==> config.mk <==
export PLATFORM = sky130hd
export DESIGN_NAME = push_button_debouncer
export DESIGN_NICKNAME = d
export VERILOG_FILES = /design/src/rtl/pb_debounce_pkg.sv /design/src/rtl/pb_debounce_channel.sv /design/src/rtl/push_button_debouncer.sv
export SDC_FILE = /design/constraint.sdc
export NUM_CORES = 1
export LEC_CHECK = 0
export BUFFER_PORTS_ARGS = -buffer_cell sky130_fd_sc_hd__buf_2
export CAP_MARGIN = 20
export CORE_MARGIN = 1.5
export CORE_UTILIZATION = 35
export DETAILED_ROUTE_END_ITERATION = 7
export SETUP_SLACK_MARGIN = 0.4
export SLEW_MARGIN = 20
export SYNTH_ARGS = -nofsm -noshare
export SYNTH_HDL_FRONTEND = slang
export SYNTH_SLANG_ARGS = --single-unit
==> constraint.sdc <==
create_clock -name clk -period 3.75 [get_ports clk]
set_input_delay 0.75 -clock clk [delete_from_list [all_inputs] [get_ports clk]]
set_output_delay 0.75 -clock clk [all_outputs]
set_load 0.005 [all_outputs]
==> src/rtl/pb_debounce_pkg.sv <==
// pb_debounce_pkg: shared constants, FSM encoding and counter sizing for the push-button debouncer
package pb_debounce_pkg;

    localparam int DEFAULT_DEBOUNCE_CYCLES = 16;

    typedef enum logic {
        STABLE  = 1'b0,
        CONFIRM = 1'b1
    } pb_state_t;

    // Wide enough to hold DEBOUNCE_CYCLES without wrapping.
    function automatic int cnt_width(input int cycles);
        return $clog2(cycles + 1);
    endfunction

endpackage

==> src/rtl/pb_debounce_channel.sv <==
// pb_debounce_channel: synchronise, confirm and pulse one normalised button bit
module pb_debounce_channel
    import pb_debounce_pkg::*;
#(
    parameter int DEBOUNCE_CYCLES = DEFAULT_DEBOUNCE_CYCLES
) (
    input  logic clk,
    input  logic rst_n,
    input  logic btn_i,
    output logic level_o,
    output logic press_o,
    output logic release_o
);

    localparam int CW = cnt_width(DEBOUNCE_CYCLES);

    logic          s1_q, s2_q;
    logic          level_q, level_d;
    logic          press_q, press_d;
    logic          release_q, release_d;
    logic [CW-1:0] cnt_q, cnt_d;
    pb_state_t     state_q, state_d;
    logic          diff, accept;

    // A candidate is accepted once it has differed from the level for DEBOUNCE_CYCLES edges.
    always_comb begin
        diff      = s2_q != level_q;
        accept    = diff && (state_q == STABLE ? (DEBOUNCE_CYCLES == 1)
                                               : (cnt_q == CW'(DEBOUNCE_CYCLES - 1)));
        state_d   = (!diff || accept) ? STABLE : CONFIRM;
        cnt_d     = (!diff || accept) ? '0 : (state_q == STABLE ? CW'(1) : cnt_q + CW'(1));
        level_d   = accept ? s2_q : level_q;
        press_d   = accept && s2_q;
        release_d = accept && !s2_q;
    end

    // Two-flop synchroniser feeding the confirmation FSM and registered outputs.
    always_ff @(posedge clk or negedge rst_n) begin
        if (!rst_n) begin
            s1_q      <= 1'b0;
            s2_q      <= 1'b0;
            level_q   <= 1'b0;
            press_q   <= 1'b0;
            release_q <= 1'b0;
            cnt_q     <= '0;
            state_q   <= STABLE;
        end else begin
            s1_q      <= btn_i;
            s2_q      <= s1_q;
            level_q   <= level_d;
            press_q   <= press_d;
            release_q <= release_d;
            cnt_q     <= cnt_d;
            state_q   <= state_d;
        end
    end

    assign level_o   = level_q;
    assign press_o   = press_q;
    assign release_o = release_q;

endmodule

==> src/rtl/push_button_debouncer.sv <==
// push_button_debouncer: per-channel synchronisation and bounce filtering of raw button pads
module push_button_debouncer
    import pb_debounce_pkg::*;
#(
    parameter int NUM_BUTTONS     = 2,
    parameter int DEBOUNCE_CYCLES = DEFAULT_DEBOUNCE_CYCLES,
    parameter bit ACTIVE_LOW      = 1'b0
) (
    input  logic                   clk,
    input  logic                   rst_n,
    input  logic [NUM_BUTTONS-1:0] btn_raw,
    output logic [NUM_BUTTONS-1:0] btn_level,
    output logic [NUM_BUTTONS-1:0] btn_press,
    output logic [NUM_BUTTONS-1:0] btn_release
);

    // Inversion happens before synchronisation so every channel sees 1 = pressed.
    logic [NUM_BUTTONS-1:0] btn_n;
    assign btn_n = btn_raw ^ {NUM_BUTTONS{ACTIVE_LOW}};

    for (genvar g = 0; g < NUM_BUTTONS; g++) begin : g_ch
        pb_debounce_channel #(
            .DEBOUNCE_CYCLES(DEBOUNCE_CYCLES)
        ) u_ch (
            .clk      (clk),
            .rst_n    (rst_n),
            .btn_i    (btn_n[g]),
            .level_o  (btn_level[g]),
            .press_o  (btn_press[g]),
            .release_o(btn_release[g])
        );
    end

endmodule
; ---- Yosys cells after proc, flatten, opt, wreduce, memory -nomap -nowiden
; Cells that the tools add are included.
[op_classes]
n_addsub = 2
n_mul = 0
div_mod_pow = 0
order_cmp = 0
eq_ne = 4
n_shift = 0
n_mux = 8
bitwise = 0
n_reduce_logical = 12
[ops]
columns = cell, count
row1 = $mux 5, 4
row2 = $add 5x1->5 const B, 2
row3 = $eq 5x4->1 const B, 2
row4 = $logic_and 1x1->1, 6
row5 = $logic_not 1->1, 4
row6 = $mux 1, 4
row7 = $logic_or 1x1->1, 2
row8 = $ne 1x1->1, 2
[word_totals]
regBits = 22
latch_bits = 0
ram_bits = 0
mem_bits_ro = 0
inputBits = 4
out_inout_bits = 6
wordCells = 40
memories = 0

; ---- Logic depth before layout (Yosys ltp)
; Gate-level depths: netlist of run 1.
[depth]
ltp_word = 5
mapped_depth = 5
ltp_nobuf = 5

; ---- Hierarchy
; From an unflattened synthesis of run 1, not the netlist that was laid out.
[unflattened]
cells_unflattened = 64
hier_area_um2 = 835.8
[by_module_without_submodules]
columns = module, instances, cells_per_inst, area_each_um2, seq_area_each_um2
row1 = pb_debounce_channel, 2, 32, 417.9, 275.3

; ---- Worst setup path after synthesis of run 1
; Ideal clock, no wire load.
[synth_timing]
path_kind = reg-to-reg
from = register g_ch[1].u_ch.cnt_q[0]
to = register g_ch[1].u_ch.cnt_q[2]
setup_ns = 0.072
arrival_ns = 1.469
required_ns = 3.678
setup_slack_ns = 2.209
path_stages_with_launch = 6
path_buffers = 0
period_less_slack_ns = 1.541
cell_sequence = dfrtp_1 -> ha_1 -> and3_1 -> ha_1 -> or3b_4 -> nor2_1
[synth_via]
elab_chain_cells = 5
elab_cells_between_ends = 7
cone_classes = add/sub (1) / eq/ne (1) / mux (3) / reduce/logical (2)
[synth_lines]
columns = element, line_no
row1 = "start, declared", pb_debounce_channel.sv:21  ; logic [CW-1:0] cnt_q, cnt_d;
row2 = "start signal, assigned", pb_debounce_channel.sv:53  ; cnt_q <= cnt_d;
row3 = "parallel branches: the longest is 4 deep, another holds $add 5x1->5", -
row4 = $mux 5 (*), pb_debounce_channel.sv:31  ; cnt_d = (!diff || accept) ? '0 : (state_q == STABLE ? CW'(1) : cnt_q + CW'(1));
row5 = named net g_ch[1].u_ch.cnt_d[2], pb_debounce_channel.sv:21
; Mark *: on every way through the listed nets, which the timed path passes.
; A chain may end at the register's enable or synchronous reset.

; ---- Worst setup path after layout of run 1
[layout_timing]
from = register g_ch[0].u_ch.cnt_q[0]
to = register g_ch[0].u_ch.cnt_q[2]
[layout_via]
elab_chain_cells = 5
elab_cells_between_ends = 7
cone_classes = add/sub (1) / eq/ne (1) / mux (3) / reduce/logical (2)
[layout_lines]
columns = element, line_no
row1 = "start, declared", pb_debounce_channel.sv:21
row2 = "start signal, assigned", pb_debounce_channel.sv:53
row3 = "parallel branches: the longest is 4 deep, another holds $add 5x1->5", -
row4 = $mux 5 (*), pb_debounce_channel.sv:31
row5 = named net g_ch[0].u_ch.cnt_d[2], pb_debounce_channel.sv:21
; Marked as above.

==> results of run 1 <==
[cell usage after synthesis]
library cell and count:
sky130_fd_sc_hd__inv_1 4, sky130_fd_sc_hd__ha_1 4, sky130_fd_sc_hd__xor2_1 2, sky130_fd_sc_hd__a21oi_1 2
sky130_fd_sc_hd__nand2_1 2, sky130_fd_sc_hd__dfrtp_1 22, sky130_fd_sc_hd__nor2_1 10, sky130_fd_sc_hd__xnor2_1 4
sky130_fd_sc_hd__buf_4 6, sky130_fd_sc_hd__and3_1 2, sky130_fd_sc_hd__mux2_2 2, sky130_fd_sc_hd__nor3b_1 4
sky130_fd_sc_hd__nand3_1 2, sky130_fd_sc_hd__o21a_1 2, sky130_fd_sc_hd__or3b_4 2
[through the flow]
| step | cells | setup WS (ps) | utilization |
|---|---|---|---|
| 4_1_cts | 105 | 2072 | 0.4216 |
| 2_1_floorplan | 70 | 2209 | - |
| 5_1_grt | 105 | 1997 | 0.4216 |
| 3_3_place_gp | 101 | 2131 | 0.3987 |
| 6_report | 105 | 2085 | 0.4216 |
| 3_5_place_dp | 101 | 2096 | 0.3987 |
[how the worst max path moves through the flow]
stage | to | slack, ps | cells past startpoint
2_1_floorplan | g_ch[1].u_ch.cnt_q[2] | 2210 | 5
3_3_place_gp | g_ch[1].u_ch.cnt_q[2] | 2130 | 5
3_5_place_dp | g_ch[0].u_ch.cnt_q[2] | 2100 | 5
4_1_cts | g_ch[1].u_ch.cnt_q[3] | 2070 | 5
5_1_grt | g_ch[1].u_ch.cnt_q[4] | 2000 | 5
6_report | g_ch[0].u_ch.cnt_q[2] | 2090 | 5
[power groups by stage]
stage	sequential [mW]	combinational [mW]	clock [mW]
3_5_place_dp	0.253	0.0178	0
4_1_cts	0.248	0.0179	0.184
3_3_place_gp	0.252	0.0172	0
2_1_floorplan	0.251	0.00979	0
5_1_grt	0.249	0.0200	0.194
6_report	0.248	0.0170	0.178
[area by class of cell]
cell class,count,share of cell area
Sequential cell,22,0.5685
Multi-Input combinational cell,38,0.2791
Timing Repair Buffer,9,0.04651
Tap cell,28,0.03618
Clock inverter,1,0.03101
Clock buffer,3,0.02326
Inverter,4,0.01550
[registers in the layout (all words and copies together) (netlist names)]
register and count:
g_ch.u_ch.s1_q 2, g_ch.u_ch.s2_q 2, g_ch.u_ch.level_o 2, g_ch.u_ch.release_o 2, g_ch.u_ch.cnt_q 10, g_ch.u_ch.state_q 2
g_ch.u_ch.press_o 2
[layer usage]
layer	vias up	global-route usage
li1	236	-
met1	220	0.1330
met2	7	0.1458
met3	2	0.02825
met4	0	0.07692
met5	-	0
[kinds of logic after synthesis]
group	share of synthesized area
flip-flops	0.6250
multiplexers	0.02557
buffers and inverters	0.06817
adder cells (fa/ha/maj)	0.05682
AO/OA/AOI/OAI	0.02840
AND/OR/NAND/NOR	0.1364
XOR/XNOR	0.05966
==> summary.md, run 1 <==
| Metric | Value |
|---|---|
| Global-route wire length before repair | slightly below 2 mm |
| Net Count, Synth | 78 |
| Reg power frac | 0.559 |
| Post-cts sizing count | 0 |
| Arrival time worst endpoint | approximately 1900 ps |
| Crit-path max FO | 4 |
| Synth area leader | sky130_fd_sc_hd__dfrtp_1 |
| Antenna Cells | 0 |
| # H-tree levels | 1 |
| Post-route clock skew | between 7 and 8 ps |
| DR WL met2 | 501 µm |
| Final-report max-slew violation count | 0 |
| Share of post-route cells with drive strength above 1 | 0.2208 |
| Global-route congestion overflow total | 0 |
| Area added between synthesis and finish | 9.943% |
| Vias | about 470 |
| Measured slew at the worst slew-check pin | about 480 ps |
| Final Hold Fails | 0 |
| Post-route DRC violation count | 0 |
| Total track usage | 0.1031 |
| Critical path required time | ~4000 ps |
| Mean routed wirelength per cell | 11.33 µm |
| Clock network fraction of design power | 0.402 |
| Share of total power in combinational logic | 0.038 |
| Vertical die dimension | between 50 and 60 µm |
| Number of antenna violations at the first check in global routing | 0 |
| Clock buffer count from CTS | 3 |
| Worst Hold End | g_ch[0].u_ch.s2_q |
| Buffer levels on the longest clock path | 2 |
| Clock latency of the later-clocked register in the worst-skew pair | 300 ps |
| Result of the run | finished, final reports clean |
| Min-delay worst type | reg -> reg |
| Post-layout min period | around 1700 ps |
| Switching power share of the total | 0.1917 |
| Area of all placed cells without fillers | a little under 1000 µm² |
| Highest Clock Rate | approximately 600 MHz |
| 1st-pass router iterations | 4 |
| Start point of the critical path | g_ch[0].u_ch.cnt_q[0] |
| Clock Tree Root | sky130_fd_sc_hd__clkbuf_4 |
| Area of the multi-input gates | 270.3 µm² |
| Via count of the first global-routing pass | 420 |
| Via density | between 4 and 5 |
| Hold path start | g_ch[0].u_ch.s1_q |
| Final setup violating endpoints | 0 |
| Category of the worst setup path launch point | register |
| Per-instance average area after synthesis | 12.58 µm² |
| Clock tree from TritonCTS | built |
| Final period util | 0.4439 |
| Switching pwr | 84.99 µW |
| Area fraction of the dominant cell type after synthesis | 0.6250 |
| Number of fill cells | around 230 |
| Starting utilization of the core area | 0.3834 |
| Maximum vdd ir drop | 0.0002366 V |
| Die ar. | around 2800 µm² |
| Core area | about 2300 µm² |
| Worst reg2reg path startpoint | g_ch[0].u_ch.cnt_q[0] |
| Most common cell type on the critical path | sky130_fd_sc_hd__ha_1 |
| Die boundary width | around 53 µm |
| Crit Path Class | reg -> reg |
| Detail Route met3 WL | 56 µm |
| Max-capacitance violation count | 0 |
| Register bit total from synthesis | 22 |
| Instance area after placement | between 900 and 1000 µm² |
| Clock Pin Slew Worst Setup and Hold Paths | about 120 ps |
| Part of the Yosys area used for sequential elements | 0.6250 |
| Count of mapped cells out of synthesis | 70 |
| Floorplan row count | 17 |
| Cell with the largest stage delay on the worst path | sky130_fd_sc_hd__or3b_4 |
| Crit path cell chain | ha_1, and3_1, ha_1, or3b_4, nor2_1 |
| Most common library cell in the layout ignoring fill and taps | sky130_fd_sc_hd__dfrtp_1 |
| Power Total | around 440 µW |
| RSZ-0062 raised after global routing | false |
| I/O Pins | 10 |
| Count of distinct cell types in the synthesized netlist | 15 |
| Number of sinks driven by the clock tree | 22 |
| Remaining antenna violation count | 0 |
| Number of cell instances on the worst register-to-register path | 5 |
| Post-detailed-placement half-perimeter wirelength | around 850 µm |
| Pwr Density | 457.9 nW/µm² |
| Worst path bufs/invs | 0 |
| Number of cells on the worst hold path | 0 |
| Register cell area after layout | ~550 µm² |
| Fin nets | between 80 and 90 |
| Final-layout setup total negative slack | 0 ps |
| Commonest cells after routing, fill and taps aside | sky130_fd_sc_hd__dfrtp_1, sky130_fd_sc_hd__nor2_1, sky130_fd_sc_hd__buf_2 |
| Internal power summed over all cells | about 360 µW |
| Total detailed-routing wirelength | between 1 and 1.5 mm |
| Buffers inserted by post-CTS timing repair | 0 |
| Endpoint class of the critical path | register |
| Slowest Stage Delay on Critical Path | about 430 ps |
| Family with the most delay on the worst path | simple AND/OR/NAND/NOR gates |
| Port Buf Inserts | 9 |
| Initial DRC Count | 5 |
| Maximum number of pins on one net before global-route repair | 23 |
| Cell leakage power | around 0.47 nW |
| Reg-to-Reg End | g_ch[0].u_ch.cnt_q[2] |
| Routability Congestion | approximately 0.74 |
| Minimum hold slack | approximately 370 ps |
| Topmost layer with routed signal wires | met4 |
| Count of synthesis-stage warnings from yosys | 0 |
| Routed metal-1 wire length | 605 µm |
| Number of buffers inserted for hold repair after clock tree synthesis | 0 |
| Synth Cell Area | roughly 880 µm² |
| Headroom to the max-slew limit | 0.6779 |
| Setup slack on the worst flop-to-flop path | between 2000 and 2500 ps |
| Largest cells by area after synthesis | sky130_fd_sc_hd__dfrtp_1, sky130_fd_sc_hd__ha_1, sky130_fd_sc_hd__buf_4 |
Power figures use the tool's default switching activity.
==> run 2, diff against run 1 <==
==> constraint.sdc (replaced) <==
create_clock -name clk -period 1.36 [get_ports clk]
set_input_delay 0.272 -clock clk [delete_from_list [all_inputs] [get_ports clk]]
set_output_delay 0.272 -clock clk [all_outputs]
set_load 0.005 [all_outputs]
==> run 2 against run 1 <==
Worst setup slack got worse by 2200 ps. Total power rose by 130%. The run now ends with setup timing left. Register-to-register slack got worse by 2200 ps. Sequential share of layout area fell by 8.2 points. Largest cell class unchanged.
==> summary.md, run 2 (synthesis gave the netlist of run 1 again) <==
| Metric | Value |
|---|---|
| Maximum number of pins on one net before global-route repair | 23 |
| Placed insts | around 110 |
| Buffer levels on the longest clock path | 2 |
| Share of post-route cells with drive strength above 1 | 0.5172 |
| Cell leakage power | around 0.52 nW |
| Max-capacitance violation count | 0 |
| RSZ-0062 raised after global routing | true |
| Layout Utilization | 0.4924 |
| Commonest cells after routing, fill and taps aside | sky130_fd_sc_hd__dfrtp_1, sky130_fd_sc_hd__buf_2, sky130_fd_sc_hd__buf_4 |
| Crit Path Class | reg -> reg |
| 1st-pass router iterations | 3 |
| Global-route wire length before repair | approximately 2.4 mm |
| Highest Clock Rate | between 600 and 700 MHz |
| Result of the run | finished with violations |
| Critical path required time | approximately 1600 ps |
| Vertical die dimension | between 50 and 60 µm |
| Cell Count, Final, Fillers Out | roughly 120 |
| Post-route clock skew | just over 8 ps |
| Total track usage | 0.1197 |
| Vias | 531 |
| Headroom to the max-slew limit | 0.6822 |
| Antenna Cells | 0 |
| Fin nets | 97 |
| Min-delay worst type | in -> reg |
| Clock Tree Root | sky130_fd_sc_hd__clkbuf_4 |
| Violated checks | setup timing |
| Die ar. | 2827 µm² |
| Starting utilization of the core area | 0.3834 |
| Clock buffer count from CTS | 3 |
| Maximum vdd ir drop | about 0.00078 V |
| Number of flip-flops under the largest register name | 10 |
| Clock tree from TritonCTS | built |
| Via density | around 4.6 |
| Initial DRC Count | 2 |
| Post-route DRC violation count | 0 |
| Port Buf Inserts | 9 |
| Final Hold Fails | 0 |
| Number of antenna violations at the first check in global routing | 0 |
| # H-tree levels | 1 |
| Endpoint class of the critical path | register |
| Number of fill cells | between 200 and 250 |
| Worst setup slack after layout | -147.5 ps |
| Crit-path max FO | 4 |
| Arrival time worst endpoint | approximately 1800 ps |
| Post-detailed-placement half-perimeter wirelength | around 900 µm |
| Most flops, register | g_ch.u_ch.cnt_q |
| Via count of the first global-routing pass | 595 |
| Remaining antenna violation count | 0 |
| Post-layout min period | roughly 1500 ps |
| I/O Pins | 10 |
| Total detailed-routing wirelength | about 1.3 mm |
| Area added between synthesis and finish | 28.41% |
| Category of the worst setup path launch point | register |
| Core area | approximately 2300 µm² |
| Measured slew at the worst slew-check pin | around 480 ps |
| Final-report max-slew violation count | 0 |
| Final setup violating endpoints | 12 |
| Final period util | 1.108 |
| Clock Pin Slew Worst Setup and Hold Paths | roughly 110 ps |
| Mean routed wirelength per cell | 11.60 µm |
| Die boundary width | roughly 53 µm |
| Most common library cell in the layout ignoring fill and taps | sky130_fd_sc_hd__dfrtp_1 |
| Global-route congestion overflow total | 0 |
| Routability Congestion | ~0.63 |
| Number of sinks driven by the clock tree | 22 |
| Pwr Density | roughly 910 nW/µm² |
| Clock latency of the later-clocked register in the worst-skew pair | ~300 ps |
| Floorplan row count | 17 |
-- run 2: changes by cell type in the layout (fill, tap and decap cells not counted), moves of 4 or more --
cell and change:
sky130_fd_sc_hd__buf_4 +6, sky130_fd_sc_hd__nor2_2 +5, sky130_fd_sc_hd__nor3b_1 -4, sky130_fd_sc_hd__nor2_1 -5, sky130_fd_sc_hd__nor3b_2 +4, sky130_fd_sc_hd__buf_6 +4, sky130_fd_sc_hd__ha_1 -4
-- run 2: worst paths after layout --
kind | startpoint | end | slack, ps | depth (start not counted)
min in group asynchronous | rst_n | g_ch[0].u_ch.release_o | 440 | 2
max in group asynchronous | rst_n | g_ch[1].u_ch.s1_q | 580 | 2
max | g_ch[0].u_ch.cnt_q[1] | g_ch[0].u_ch.cnt_q[2] | -150 | 5
max reg2reg | g_ch[0].u_ch.cnt_q[1] | g_ch[0].u_ch.cnt_q[2] | -150 | 5
min reg2reg | g_ch[0].u_ch.s1_q | g_ch[0].u_ch.s2_q | 360 | 0
min | btn_raw[1] | g_ch[1].u_ch.s1_q | 80 | 1
-- run 2: cell type report --
| cell class | instances | area, µm² | area share |
|---|---|---|---|
| Clock buffer | 3 | 22.52 | 0.01991 |
| Tap cell | 28 | 35.03 | 0.03097 |
| Timing Repair Buffer | 20 | 145.1 | 0.1283 |
| Sequential cell | 22 | 550.5 | 0.4867 |
| Inverter | 4 | 15.01 | 0.01327 |
| Multi-Input combinational cell | 38 | 362.8 | 0.3208 |
-- run 2: stage by stage --
| stage | hold WS (ps) | power, mW | area [µm²] | setup WS, ps | setup TNS, ps |
|---|---|---|---|---|---|
| after floorplan | -23.59 | 0.7229 | 944.7 | -75.00 | -606.6 |
| after CTS | 64.73 | 1.044 | 1114 | -137.8 | -1256 |
| after global routing | 45.78 | 1.094 | 1131 | -189.7 | -1821 |
| after global placement | 254.6 | 0.7528 | 1040 | -102.0 | -746.2 |
| final | 76.37 | 1.033 | 1131 | -147.5 | -1227 |
| after detailed placement | 268.1 | 0.7559 | 1040 | -109.8 | -886.9 |
-- run 2: what timing repair did --
action / CTS / global route
buffers inserted: 1 / 1
gates resized for setup: 9 / 4
pin swaps: 4 / 0
endpoints found under the hold margin: 22 / 0
setup endpoints to repair: 24 / 24
hold buffers: 1 / 0
-- run 2: critical path, cell delays in order (launching register included) --
cell and delay [ps]:
sky130_fd_sc_hd__dfrtp_1 400, sky130_fd_sc_hd__ha_2 190, sky130_fd_sc_hd__and3_4 180, sky130_fd_sc_hd__ha_4 160, sky130_fd_sc_hd__or3b_4 410, sky130_fd_sc_hd__nor2_2 100
-- run 2: power breakdown --
part / switching [mW] / internal (mW) / leakage [nW]
Sequential: 0.0138 / 0.671 / 0.289
Clock: 0.179 / 0.103 / 0.0138
Combinational: 0.0334 / 0.0327 / 0.218
-- run 2: per-layer routing --
metal  global-route usage  up-vias  wire (µm)
li1                     -      260          -
met1               0.1286      261        570
met2               0.2104       10        699
met3              0.05932        0         64
met4              0.02564        0          0
met5                    0        -          0
